<file path="config.mk">
export PLATFORM = sky130hd
export DESIGN_NAME = seg7_to_binary_decoder
export DESIGN_NICKNAME = d
export VERILOG_FILES = /design/src/rtl/seg7_pkg.sv /design/src/rtl/seg7_pattern_lookup.sv /design/src/rtl/seg7_to_binary_decoder.sv
export SDC_FILE = /design/constraint.sdc
export NUM_CORES = 1
export LEC_CHECK = 0
export ABC_CLOCK_PERIOD_IN_PS = 4200
export CORE_ASPECT_RATIO = 0.6
export CORE_UTILIZATION = 58
export DETAILED_ROUTE_END_ITERATION = 8
export GPL_ROUTABILITY_DRIVEN = 0
export PLACE_DENSITY = 0.83
export SLEW_MARGIN = 20
export SYNTH_ARGS = -nofsm -noshare
export SYNTH_HDL_FRONTEND = slang
export SYNTH_SLANG_ARGS = --single-unit
</file>
<file path="constraint.sdc">
create_clock -name clk -period 4.2 [get_ports clk]
set_clock_uncertainty 0.1 [all_clocks]
set_input_delay 0.84 -clock clk [delete_from_list [all_inputs] [get_ports clk]]
set_output_delay 0.84 -clock clk [all_outputs]
set_load 0.05 [all_outputs]
</file>
<file path="src/rtl/seg7_pkg.sv">
// Shared 7-segment constants and decoder state type.
// Used by both the display encoder and the receive-side decoder.
package seg7_pkg;

  localparam logic [6:0] SEG_0     = 7'b1111110;
  localparam logic [6:0] SEG_1     = 7'b0110000;
  localparam logic [6:0] SEG_2     = 7'b1101101;
  localparam logic [6:0] SEG_3     = 7'b1111001;
  localparam logic [6:0] SEG_4     = 7'b0110011;
  localparam logic [6:0] SEG_5     = 7'b1011011;
  localparam logic [6:0] SEG_6     = 7'b1011111;
  localparam logic [6:0] SEG_7     = 7'b1110000;
  localparam logic [6:0] SEG_8     = 7'b1111111;
  localparam logic [6:0] SEG_9     = 7'b1111011;
  localparam logic [6:0] SEG_BLANK = 7'b0000000;

  typedef enum logic [1:0] {
    IDLE,
    SETTLE,
    HOLD
  } seg7_dec_state_t;

endpackage

</file>
<file path="src/rtl/seg7_pattern_lookup.sv">
// Combinational {led, seg} -> value / legal / blank classifier.
// Tens LED adds 10 to digits 0-5; any other combination is illegal.
module seg7_pattern_lookup
  import seg7_pkg::*;
(
  input  logic [7:0] i_word,
  output logic [3:0] o_value,
  output logic       o_legal,
  output logic       o_blank
);

  logic [6:0] w_seg;
  logic       w_led;
  logic [3:0] w_digit;
  logic       w_hit;

  assign w_seg = i_word[6:0];
  assign w_led = i_word[7];

  always_comb begin
    w_digit = 4'd0;
    w_hit   = 1'b1;
    unique case (1'b1)
      (w_seg == SEG_0): w_digit = 4'd0;
      (w_seg == SEG_1): w_digit = 4'd1;
      (w_seg == SEG_2): w_digit = 4'd2;
      (w_seg == SEG_3): w_digit = 4'd3;
      (w_seg == SEG_4): w_digit = 4'd4;
      (w_seg == SEG_5): w_digit = 4'd5;
      (w_seg == SEG_6): w_digit = 4'd6;
      (w_seg == SEG_7): w_digit = 4'd7;
      (w_seg == SEG_8): w_digit = 4'd8;
      (w_seg == SEG_9): w_digit = 4'd9;
      default:          w_hit   = 1'b0;
    endcase
  end

  assign o_blank = (w_seg == SEG_BLANK);
  assign o_legal = w_hit && (!w_led || (w_digit <= 4'd5));
  assign o_value = w_led ? (w_digit + 4'd10) : w_digit;

endmodule

</file>
<file path="src/rtl/seg7_to_binary_decoder.sv">
// Debounced 7-segment + tens-LED to binary decoder with valid/illegal pulses.
// Define SEG7_DEC_ERR_COUNT_EN to add the saturating err_count output.
module seg7_to_binary_decoder
  import seg7_pkg::*;
#(
  parameter int STABLE_CYCLES = 4,
  parameter int ERR_CNT_W     = 8
) (
  input  logic       clk,
  input  logic       rst_n,
  input  logic [6:0] seg_in,
  input  logic       led_in,
  output logic [3:0] binary_out,
  output logic       valid,
  output logic       illegal,
  output logic       busy
`ifdef SEG7_DEC_ERR_COUNT_EN
  ,
  output logic [ERR_CNT_W-1:0] err_count
`endif
);

  localparam int CW = $clog2(STABLE_CYCLES) + 1;
  localparam logic [CW-1:0] CNT_LAST = CW'(STABLE_CYCLES - 1);
  localparam logic [CW-1:0] CNT_ONE  = CW'(1);

  if (STABLE_CYCLES < 2 || ERR_CNT_W < 1) begin : g_bad_param
    $error("seg7_to_binary_decoder: bad parameter");
  end

  seg7_dec_state_t r_state, w_state_nxt;
  logic [7:0]      r_cand, w_cand_nxt;
  logic [CW-1:0]   r_cnt, w_cnt_nxt;
  logic [3:0]      r_bin, w_bin_nxt;
  logic            r_valid, w_valid_nxt;
  logic            r_illegal, w_illegal_nxt;

  logic [7:0] w_word;
  logic [3:0] w_value;
  logic       w_legal;
  logic       w_blank;
  logic       w_same;
  logic       w_report;

  assign w_word = {led_in, seg_in};
  assign w_same = (w_word == r_cand);

  seg7_pattern_lookup u_lookup (
    .i_word  (w_word),
    .o_value (w_value),
    .o_legal (w_legal),
    .o_blank (w_blank)
  );

  always_ff @(posedge clk or negedge rst_n) begin
    if (!rst_n) begin
      r_state   <= IDLE;
      r_cand    <= '0;
      r_cnt     <= '0;
      r_bin     <= '0;
      r_valid   <= 1'b0;
      r_illegal <= 1'b0;
    end else begin
      r_state   <= w_state_nxt;
      r_cand    <= w_cand_nxt;
      r_cnt     <= w_cnt_nxt;
      r_bin     <= w_bin_nxt;
      r_valid   <= w_valid_nxt;
      r_illegal <= w_illegal_nxt;
    end
  end

  always_comb begin
    w_state_nxt   = r_state;
    w_cand_nxt    = r_cand;
    w_cnt_nxt     = r_cnt;
    w_bin_nxt     = r_bin;
    w_valid_nxt   = 1'b0;
    w_illegal_nxt = 1'b0;
    w_report      = 1'b0;
    unique case (r_state)
      IDLE: begin
        if (!w_blank) begin
          w_cand_nxt  = w_word;
          w_cnt_nxt   = CNT_ONE;
          w_state_nxt = SETTLE;
        end
      end
      SETTLE: begin
        if (w_blank) begin
          w_state_nxt = IDLE;
        end else if (w_same) begin
          if (r_cnt == CNT_LAST) begin
            w_report    = 1'b1;
            w_state_nxt = HOLD;
          end else begin
            w_cnt_nxt = r_cnt + CNT_ONE;
          end
        end else begin
          w_cand_nxt = w_word;
          w_cnt_nxt  = CNT_ONE;
        end
      end
      HOLD: begin
        if (w_blank) begin
          w_state_nxt = IDLE;
        end else if (!w_same) begin
          w_cand_nxt  = w_word;
          w_cnt_nxt   = CNT_ONE;
          w_state_nxt = SETTLE;
        end
      end
      default: w_state_nxt = IDLE;
    endcase
    // At report time the sampled word equals the candidate, so decode w_word.
    if (w_report) begin
      if (w_legal) begin
        w_bin_nxt   = w_value;
        w_valid_nxt = 1'b1;
      end else begin
        w_illegal_nxt = 1'b1;
      end
    end
  end

  assign binary_out = r_bin;
  assign valid      = r_valid;
  assign illegal    = r_illegal;
  assign busy       = (r_state == SETTLE);

`ifdef SEG7_DEC_ERR_COUNT_EN
  logic [ERR_CNT_W-1:0] r_err;

  always_ff @(posedge clk or negedge rst_n) begin
    if (!rst_n) begin
      r_err <= '0;
    end else if (w_illegal_nxt && (r_err != '1)) begin
      r_err <= r_err + ERR_CNT_W'(1);
    end
  end

  assign err_count = r_err;
`endif

endmodule

</file>
==> key figures, run 1 <==
Outcome
  – Status: finished clean

CTS
  – TritonCTS Buffers: 3
  – Clock transition at the registers of the reported paths: 0.07 ns
  – H-tree levels: 1
  – Root Driver: clkbuf_8
  – Postcts setup bufs: 0
  – # clock sinks: 19
  – Clock buffer depth: 2
  – CTS-repair resized insts: 0
  – TritonCTS clock tree: yes
  – Worst-skew pair later-pin latency: about 0.26 ns
  – CTS Hold Bufs: 0

GRT
  – Top Usage Layer GRT: met2
  – Met1 Use GR: 0.3016
  – First-pass GRT wire length: between 4 and 5 mm
  – GR Layer Usage met2: 0.3763
  – M3 GR Usage: 0.07670
  – Total GRT Usage: 0.2350
  – Pin count of the biggest net entering global routing: 20
  – Initial antenna violation count: 0
  – Total congestion overflow: 0
  – Number of global-route vias before repair: 899

Timing
  – Setup TNS: 0 ns
  – Minimum clock period: 3.266 ns
  – Hold WS: about 0.4 ns
  – Max Fclk: 0.3062 GHz
  – Final setup viols: 0
  – Worst-Margin Slew: just over 0.8 ns
  – Final hold vios: 0
  – Post-route setup slack: slightly above 0.9 ns
  – Max Slew Vio Count: 0
  – Unrepaired setup endpoints after global routing: false
  – Final worst-path cycle share: 0.7776
  – Max_slew headroom: 0.4460

Synth
  – Syn Area/Cell: approximately 11 um2
  – Synth unique cells: between 40 and 50
  – Async SR Flop Fraction: 1.000
  – Largest family of logic cells by synthesized area: simple AND/OR/NAND/NOR gates
  – YS warnings: 0
  – Synth top area share: 0.3387
  – Mapped cell area: 0.001404 mm2
  – EDFF count, synth: 0
  – Synth Area in Simple Gates: 0.1738
  – Mux cell area share after synthesis: 0.1310
  – Synth area leaders: dfrtp_1 34%, mux2_2 7.2%, ha_1 7.1%
  – Largest area contributor in the netlist: dfrtp_1
  – Post-synthesis xor/xnor area fraction: 0.07398
  – Compound-Gate Fraction of Synth Area: 0.1551
  – Post-synthesis sequential area ratio: 0.3387
  – Adder-cell share of the synthesized area: 0.07130
  – Mapped Cells: 130
  – Yosys reg bits: 19
  – Main synth FF type: dfrtp_1
  – Syn nets: 148

Route
  – WL final: about 2.8 mm
  – WL per Instance: 16.09 um
  – Routed via count: 1,050
  – Routed Antenna Nets: 0
  – Drt via density: 6.105
  – Initial DRC count: 31
  – Drt pass-1 iters: 4
  – Post-route DRC: 0

Placed design
  – Inst Count DP: 168
  – Dpl ws: around 0.68 ns
  – Area after DPL: 0.001553 mm2
  – Input/output buffers: 16
  – DP HPWL: around 2.1 mm

Flow run
  – Maximum Capacitance Violations: 0

Worst setup path
  – Worst R2R End: binary_out[3]
  – Critical path startpoint category: input port
  – Arrival @ worst endpoint: 3.32 ns
  – CP max-delay cell: clkdlybuf4s50_1
  – Critical Path RT: 4.25 ns
  – R2R Setup Slk: ~2 ns
  – Worst Reg2Reg Path Length in Cells: 6
  – Crit path cell chain: clkdlybuf4s50_1 > or4b_4 > o32ai_4 > or2_2 > ha_1 > mux2_2 > mux2_4
  – Reg2reg start: r_state[1]
  – Critical path type: input port to register
  – Setup crit end kind: register
  – CP max FO: 11
  – Slowest stage delay, CP: between 0.6 and 0.7 ns

Pwr
  – P_leak: 0.6607 nW
  – Worst ir drop on vdd: around 0.00025 V
  – Final Power: ~620 uW
  – PD cells: about 390 mW/mm2

Layout
  – Layout Cells excl Fill: 172
  – Layout Cell Area excl Fill: approximately 0.0016 mm2
  – Area Overhead vs Synth: 13.81%
  – Share of layout cells above drive strength 1: 0.2042
  – Nets: approximately 160
  – Diode count: 0
  – Filler cells: ~150
  – Final core utilization: 0.7170

Worst hold path
  – Hold endpoint: r_cand[0]
  – Hold Path Stages: 1
  – HP Class: register to register
  – HP Start: r_cand[0]

Floorplanning
  – Row cnt: 13
  – Initial core utilization: 0.6300
  – Core area: approximately 0.0022 mm2
  – DIE AREA: about 0.0026 mm2
  – Die Span Y: approximately 40 um
  – Die X: about 66 um
  – IO Count: 17
==> cell type report <==
type,instances,area (um2),area share
Clock buffer,4,45.04,0.02819
Sequential cell,19,475.5,0.2976
Timing Repair Buffer,16,160.2,0.1002
Inverter,8,30.03,0.01879
Multi-Input combinational cell,95,849.6,0.5317
Tap cell,30,37.54,0.02349
==> metal layers <==
layer / vias to the layer above / routed length, um
met2: 35 / 1313
met3: 8 / 133
met1: 508 / 1265
met4: 0 / 55
met5: - / 0
li1: 499 / -
==> cell usage in the layout (no fill, tap or decap), types with 3 or more instances in the layout <==
master           netlist  layout
a21oi_1                4       4
clkbuf_8               0       3
clkdlybuf4s50_1        0      16
dfrtp_1               19      19
ha_1                   8       8
inv_1                  8       8
mux2_2                 9       9
mux2_4                 4       4
nand2_1                3       3
nand4_1                3       3
nor2_1                 5       5
o21ai_0                4       4
o31ai_1                3       3
xnor2_1                8       8
==> report_power, final <==
part | internal (mW) | total [mW] | switching [mW]
logic | 0.110 | 0.238 | 0.128
clock network | 0.0676 | 0.128 | 0.0600
registers | 0.219 | 0.250 | 0.0307
total | 0.398 | 0.616 | 0.219
==> cell usage after synthesis (all sizes together) (2+ instances only) <==
cell / n
dfrtp: 19
mux2: 15
xnor2: 9
buf: 8
ha: 8
inv: 8
o21ai: 6
a21oi: 5
nor2: 5
nand4: 4
nand2: 3
nor4: 3
o31ai: 3
or4b: 3
a21o: 2
and2: 2
and3: 2
nand2b: 2
nand3: 2
nand3b: 2
nor3: 2
or3b: 2
xor2: 2
==> state kept, by name, indices dropped and copies added (netlist names) <==
signal      count
illegal         1
binary_out      4
r_cand          8
r_cnt           3
r_state         2
valid           1
==> how the worst max path moves through the flow <==
| stage | from | endpoint | slack, ns | cells after the start |
|---|---|---|---|---|
| after CTS | seg_in[1] | binary_out[2] | 0.94 | 7 |
| after global routing | seg_in[1] | binary_out[2] | 0.83 | 7 |
| after detailed placement | seg_in[1] | binary_out[2] | 0.68 | 7 |
| after floorplan | seg_in[0] | binary_out[2] | 1.38 | 7 |
| final | seg_in[3] | binary_out[2] | 0.93 | 7 |
| after global placement | seg_in[3] | binary_out[2] | 0.73 | 7 |
==> cell families after synthesis <==
group,after synthesis
flops,19
buf+inv,16
xor+xnor,11
compound gates,26
mux,15
fa+ha+maj,8
simple gates,35
==> critical path, delay by kind of cell <==
kind            cells  cell delay, ns
simple gates        2            0.81
buf+inv             1            0.64
mux                 2            0.52
compound gates      1            0.28
fa+ha+maj           1            0.22
Power figures use the tool's default switching activity.
==> inputs of run 2 (changes only) <==
--- a/config.mk
+++ b/config.mk
@@ -5,12 +5,12 @@
 export SDC_FILE = /design/constraint.sdc
 export NUM_CORES = 1
 export LEC_CHECK = 0
-export ABC_CLOCK_PERIOD_IN_PS = 4200
+export ABC_CLOCK_PERIOD_IN_PS = 3300
 export CORE_ASPECT_RATIO = 0.6
-export CORE_UTILIZATION = 58
+export CORE_UTILIZATION = 55
 export DETAILED_ROUTE_END_ITERATION = 8
 export GPL_ROUTABILITY_DRIVEN = 0
-export PLACE_DENSITY = 0.83
+export PLACE_DENSITY = 0.79
 export SLEW_MARGIN = 20
 export SYNTH_ARGS = -nofsm -noshare
 export SYNTH_HDL_FRONTEND = slang
==> constraint.sdc (replaced) <==
create_clock -name clk -period 3.3 [get_ports clk]
set_clock_uncertainty 0.1 [all_clocks]
set_input_delay 0.66 -clock clk [delete_from_list [all_inputs] [get_ports clk]]
set_output_delay 0.66 -clock clk [all_outputs]
set_load 0.05 [all_outputs]
==> key figures, run 2 (synthesis gave the netlist of run 1 again) <==
Outcome
  – Status: finished clean

Pwr
  – Pint: 511.6 uW (+29%)
  – Worst ir drop on vdd: 0.0003426 V (+36%)
  – Register share of total power: 0.398 (-0.008)
  – Clock power share: 0.202 (-0.005)
  – PD cells: 481.5 mW/mm2 (+25%)
  – P_leak: 0.6896 nW (+4.4%)
  – Psw: 279.4 uW (+28%)
  – Switching power share of the total: 0.3533 (-0.001474)
  – Final Power: 791.0 uW (+28%)
  – Combinational fraction of design power: 0.400 (+0.013)

Route
  – Post-route DRC: 0 (unchanged)
  – Drt pass-1 iters: 4 (unchanged)
  – WL final: 2.794 mm (+0.98%)
  – Routed Antenna Nets: 0 (unchanged)
  – WL per Instance: 15.70 um (-2.4%)
  – Routed via count: 1,040 (-0.95%)
  – Initial DRC count: 46 (+48%)
  – Drt via density: 5.843 (-4.3%)

CTS
  – CTS Hold Bufs: 0 (unchanged)
  – Postcts setup bufs: 0 (unchanged)
  – CTS-repair resized insts: 0 (unchanged)
  – H-tree levels: 1 (unchanged)
  – Clock buffer depth: 2 (unchanged)
  – Root Driver: clkbuf_8
  – # clock sinks: 19 (unchanged)
  – Clock transition at the registers of the reported paths: 0.07 ns (about the same)
  – Worst-skew pair later-pin latency: 0.26 ns (about the same)
  – TritonCTS Buffers: 3 (unchanged)
  – TritonCTS clock tree: yes

Layout
  – Commonest cells after routing, fill and taps aside: 19 x dfrtp_1, 16 x clkdlybuf4s50_1, 9 x mux2_2
  – Diode count: 0 (unchanged)
  – Nets: 167 (+3.7%)
  – Largest Register: r_cand
  – Share of layout cells above drive strength 1: 0.2365 (+0.03226)
  – Max reg flops: 8 (unchanged)
  – Commonest non-fill, non-tap cell in the layout: dfrtp_1
  – Area Overhead vs Synth: 17.02%
  – Filler cells: 174 (+17%)

Placed design
  – DP HPWL: 2.217 mm (+4.8%)
  – Dpl ws: 0.1621 ns (-0.5198 ns)
  – Input/output buffers: 16 (unchanged)

Floorplanning
  – Core area: 0.002277 mm2 (+2.2%)
  – IO Count: 17 (unchanged)
  – DIE AREA: 0.002765 mm2 (+5.2%)
  – Die Span Y: 41.14 um (+2.6%)
  – Die X: 67.23 um (+2.6%)
  – Initial core utilization: 0.6165 (-0.01350)
  – Row cnt: 13 (unchanged)

GRT
  – Total congestion overflow: 0 (unchanged)
  – Pin count of the biggest net entering global routing: 20 (unchanged)
  – Initial antenna violation count: 0 (unchanged)
  – First-pass GRT wire length: 4.547 mm (+6.0%)
  – Total GRT Usage: 0.2431 (+0.008135)
  – Number of global-route vias before repair: 947 (+5.3%)

Timing
  – Final hold vios: 0 (unchanged)
  – Unrepaired setup endpoints after global routing: false
  – Setup TNS: 0 ns (unchanged)
  – Post-route setup slack: 0.4267 ns (-0.5073 ns)
  – Max_slew headroom: 0.4348 (-0.01120)
  – Final worst-path cycle share: 0.8707
  – Worst-Margin Slew: 0.8452 ns (+0.01675 ns)
  – Max Fclk: approximately 0.35 GHz
  – Final setup viols: 0 (unchanged)
  – Minimum clock period: 2.873 ns
  – Max Slew Vio Count: 0 (unchanged)

Worst setup path
  – Critical path startpoint category: input port
  – Number of buffers and inverters on the critical path: 1 (unchanged)
  – Crit path cell chain: clkdlybuf4s50_1 > xnor2_1 > nand4_1 > nor2_1 > a211o_1 > mux2_2
  – Setup crit end kind: register
  – Cell family with most CP delay: buffers and inverters
  – Critical path type: input port to register
  – Critical Path RT: 3.34 ns (-0.91 ns)
  – CP max-delay cell: clkdlybuf4s50_1
  – Slowest stage delay, CP: 0.66 ns (+0.02 ns)
  – Arrival @ worst endpoint: 2.91 ns (-0.41 ns)
  – CP max FO: 8 (-3)

Flow run
  – Maximum Capacitance Violations: 0 (unchanged)

Worst hold path
  – HP Class: register to register
==> run 2: cell types whose count changed in the layout (fill, tap and decap cells not counted) <==
cell,before,now
buf_4,0,6
==> run 2: layout make-up <==
type	instances	area (um2)	area share
tap	30	37.54	0.02285
clock buffer	4	45.04	0.02742
timing repair buffer	22	205.2	0.1249
sequential	19	475.5	0.2894
multi-input combinational	95	849.6	0.5171
inverter	8	30.03	0.01828
==> run 2: worst reg2reg max path, stage by stage (launching register included) <==
cell	delay [ns]
dfrtp_1	0.43
inv_1	0.11
ha_1	0.29
inv_1	0.13
nor4_2	0.48
o311ai_4	0.25
mux2_4	0.35
==> run 2: path summary, 6_finish.rpt <==
path | end | depth (start not counted) | from | slack [ns]
max | r_cand[2] | 6 | seg_in[2] | 0.43
min | binary_out[1] | 1 | binary_out[1] | 0.41
max reg2reg | binary_out[1] | 6 | r_state[1] | 1.05
min reg2reg | binary_out[1] | 1 | binary_out[1] | 0.41
max in group asynchronous | r_cand[5] | 1 | rst_n | 1.79
min in group asynchronous | r_cnt[2] | 1 | rst_n | 0.78
==> run 2: power by group through the flow <==
stage / combinational [mW] / clock (mW) / sequential [mW]
6_report: 0.316 / 0.160 / 0.315
5_1_grt: 0.345 / 0.177 / 0.321
4_1_cts: 0.314 / 0.164 / 0.315
3_5_place_dp: 0.312 / 0 / 0.320
3_3_place_gp: 0.297 / 0 / 0.316
2_1_floorplan: 0.240 / 0 / 0.313
==> run 2: stage by stage <==
step | hold WS (ns) | instance area, um2 | util | instances
6_report | 0.4122 | 1643 | 0.7214 | 178
3_3_place_gp | 0.3946 | 1598 | 0.7016 | 174
4_1_cts | 0.4145 | 1643 | 0.7214 | 178
3_5_place_dp | 0.3946 | 1598 | 0.7016 | 174
5_1_grt | 0.4261 | 1643 | 0.7214 | 178
2_1_floorplan | 0.2644 | 1404 | - | 130
==> run 2: metal layers <==
metal  track usage  part of all wire  up-vias
met2        0.3625              0.43       27
li1              -                 -      516
met4        0.1117             0.018        0
met3       0.08611             0.068        8
met5             0                 0        -
met1        0.3179              0.48      489
==> inputs of run 3 (changes only) <==
--- a/config.mk
+++ b/config.mk
@@ -5,13 +5,12 @@
 export SDC_FILE = /design/constraint.sdc
 export NUM_CORES = 1
 export LEC_CHECK = 0
-export ABC_CLOCK_PERIOD_IN_PS = 3300
 export CORE_ASPECT_RATIO = 0.6
 export CORE_UTILIZATION = 55
 export DETAILED_ROUTE_END_ITERATION = 8
 export GPL_ROUTABILITY_DRIVEN = 0
 export PLACE_DENSITY = 0.79
-export SLEW_MARGIN = 20
+export SLEW_MARGIN = 0
 export SYNTH_ARGS = -nofsm -noshare
 export SYNTH_HDL_FRONTEND = slang
 export SYNTH_SLANG_ARGS = --single-unit
==> results of run 3 <==
No change in the layout: final DEF, timing and power equal those of run 2.
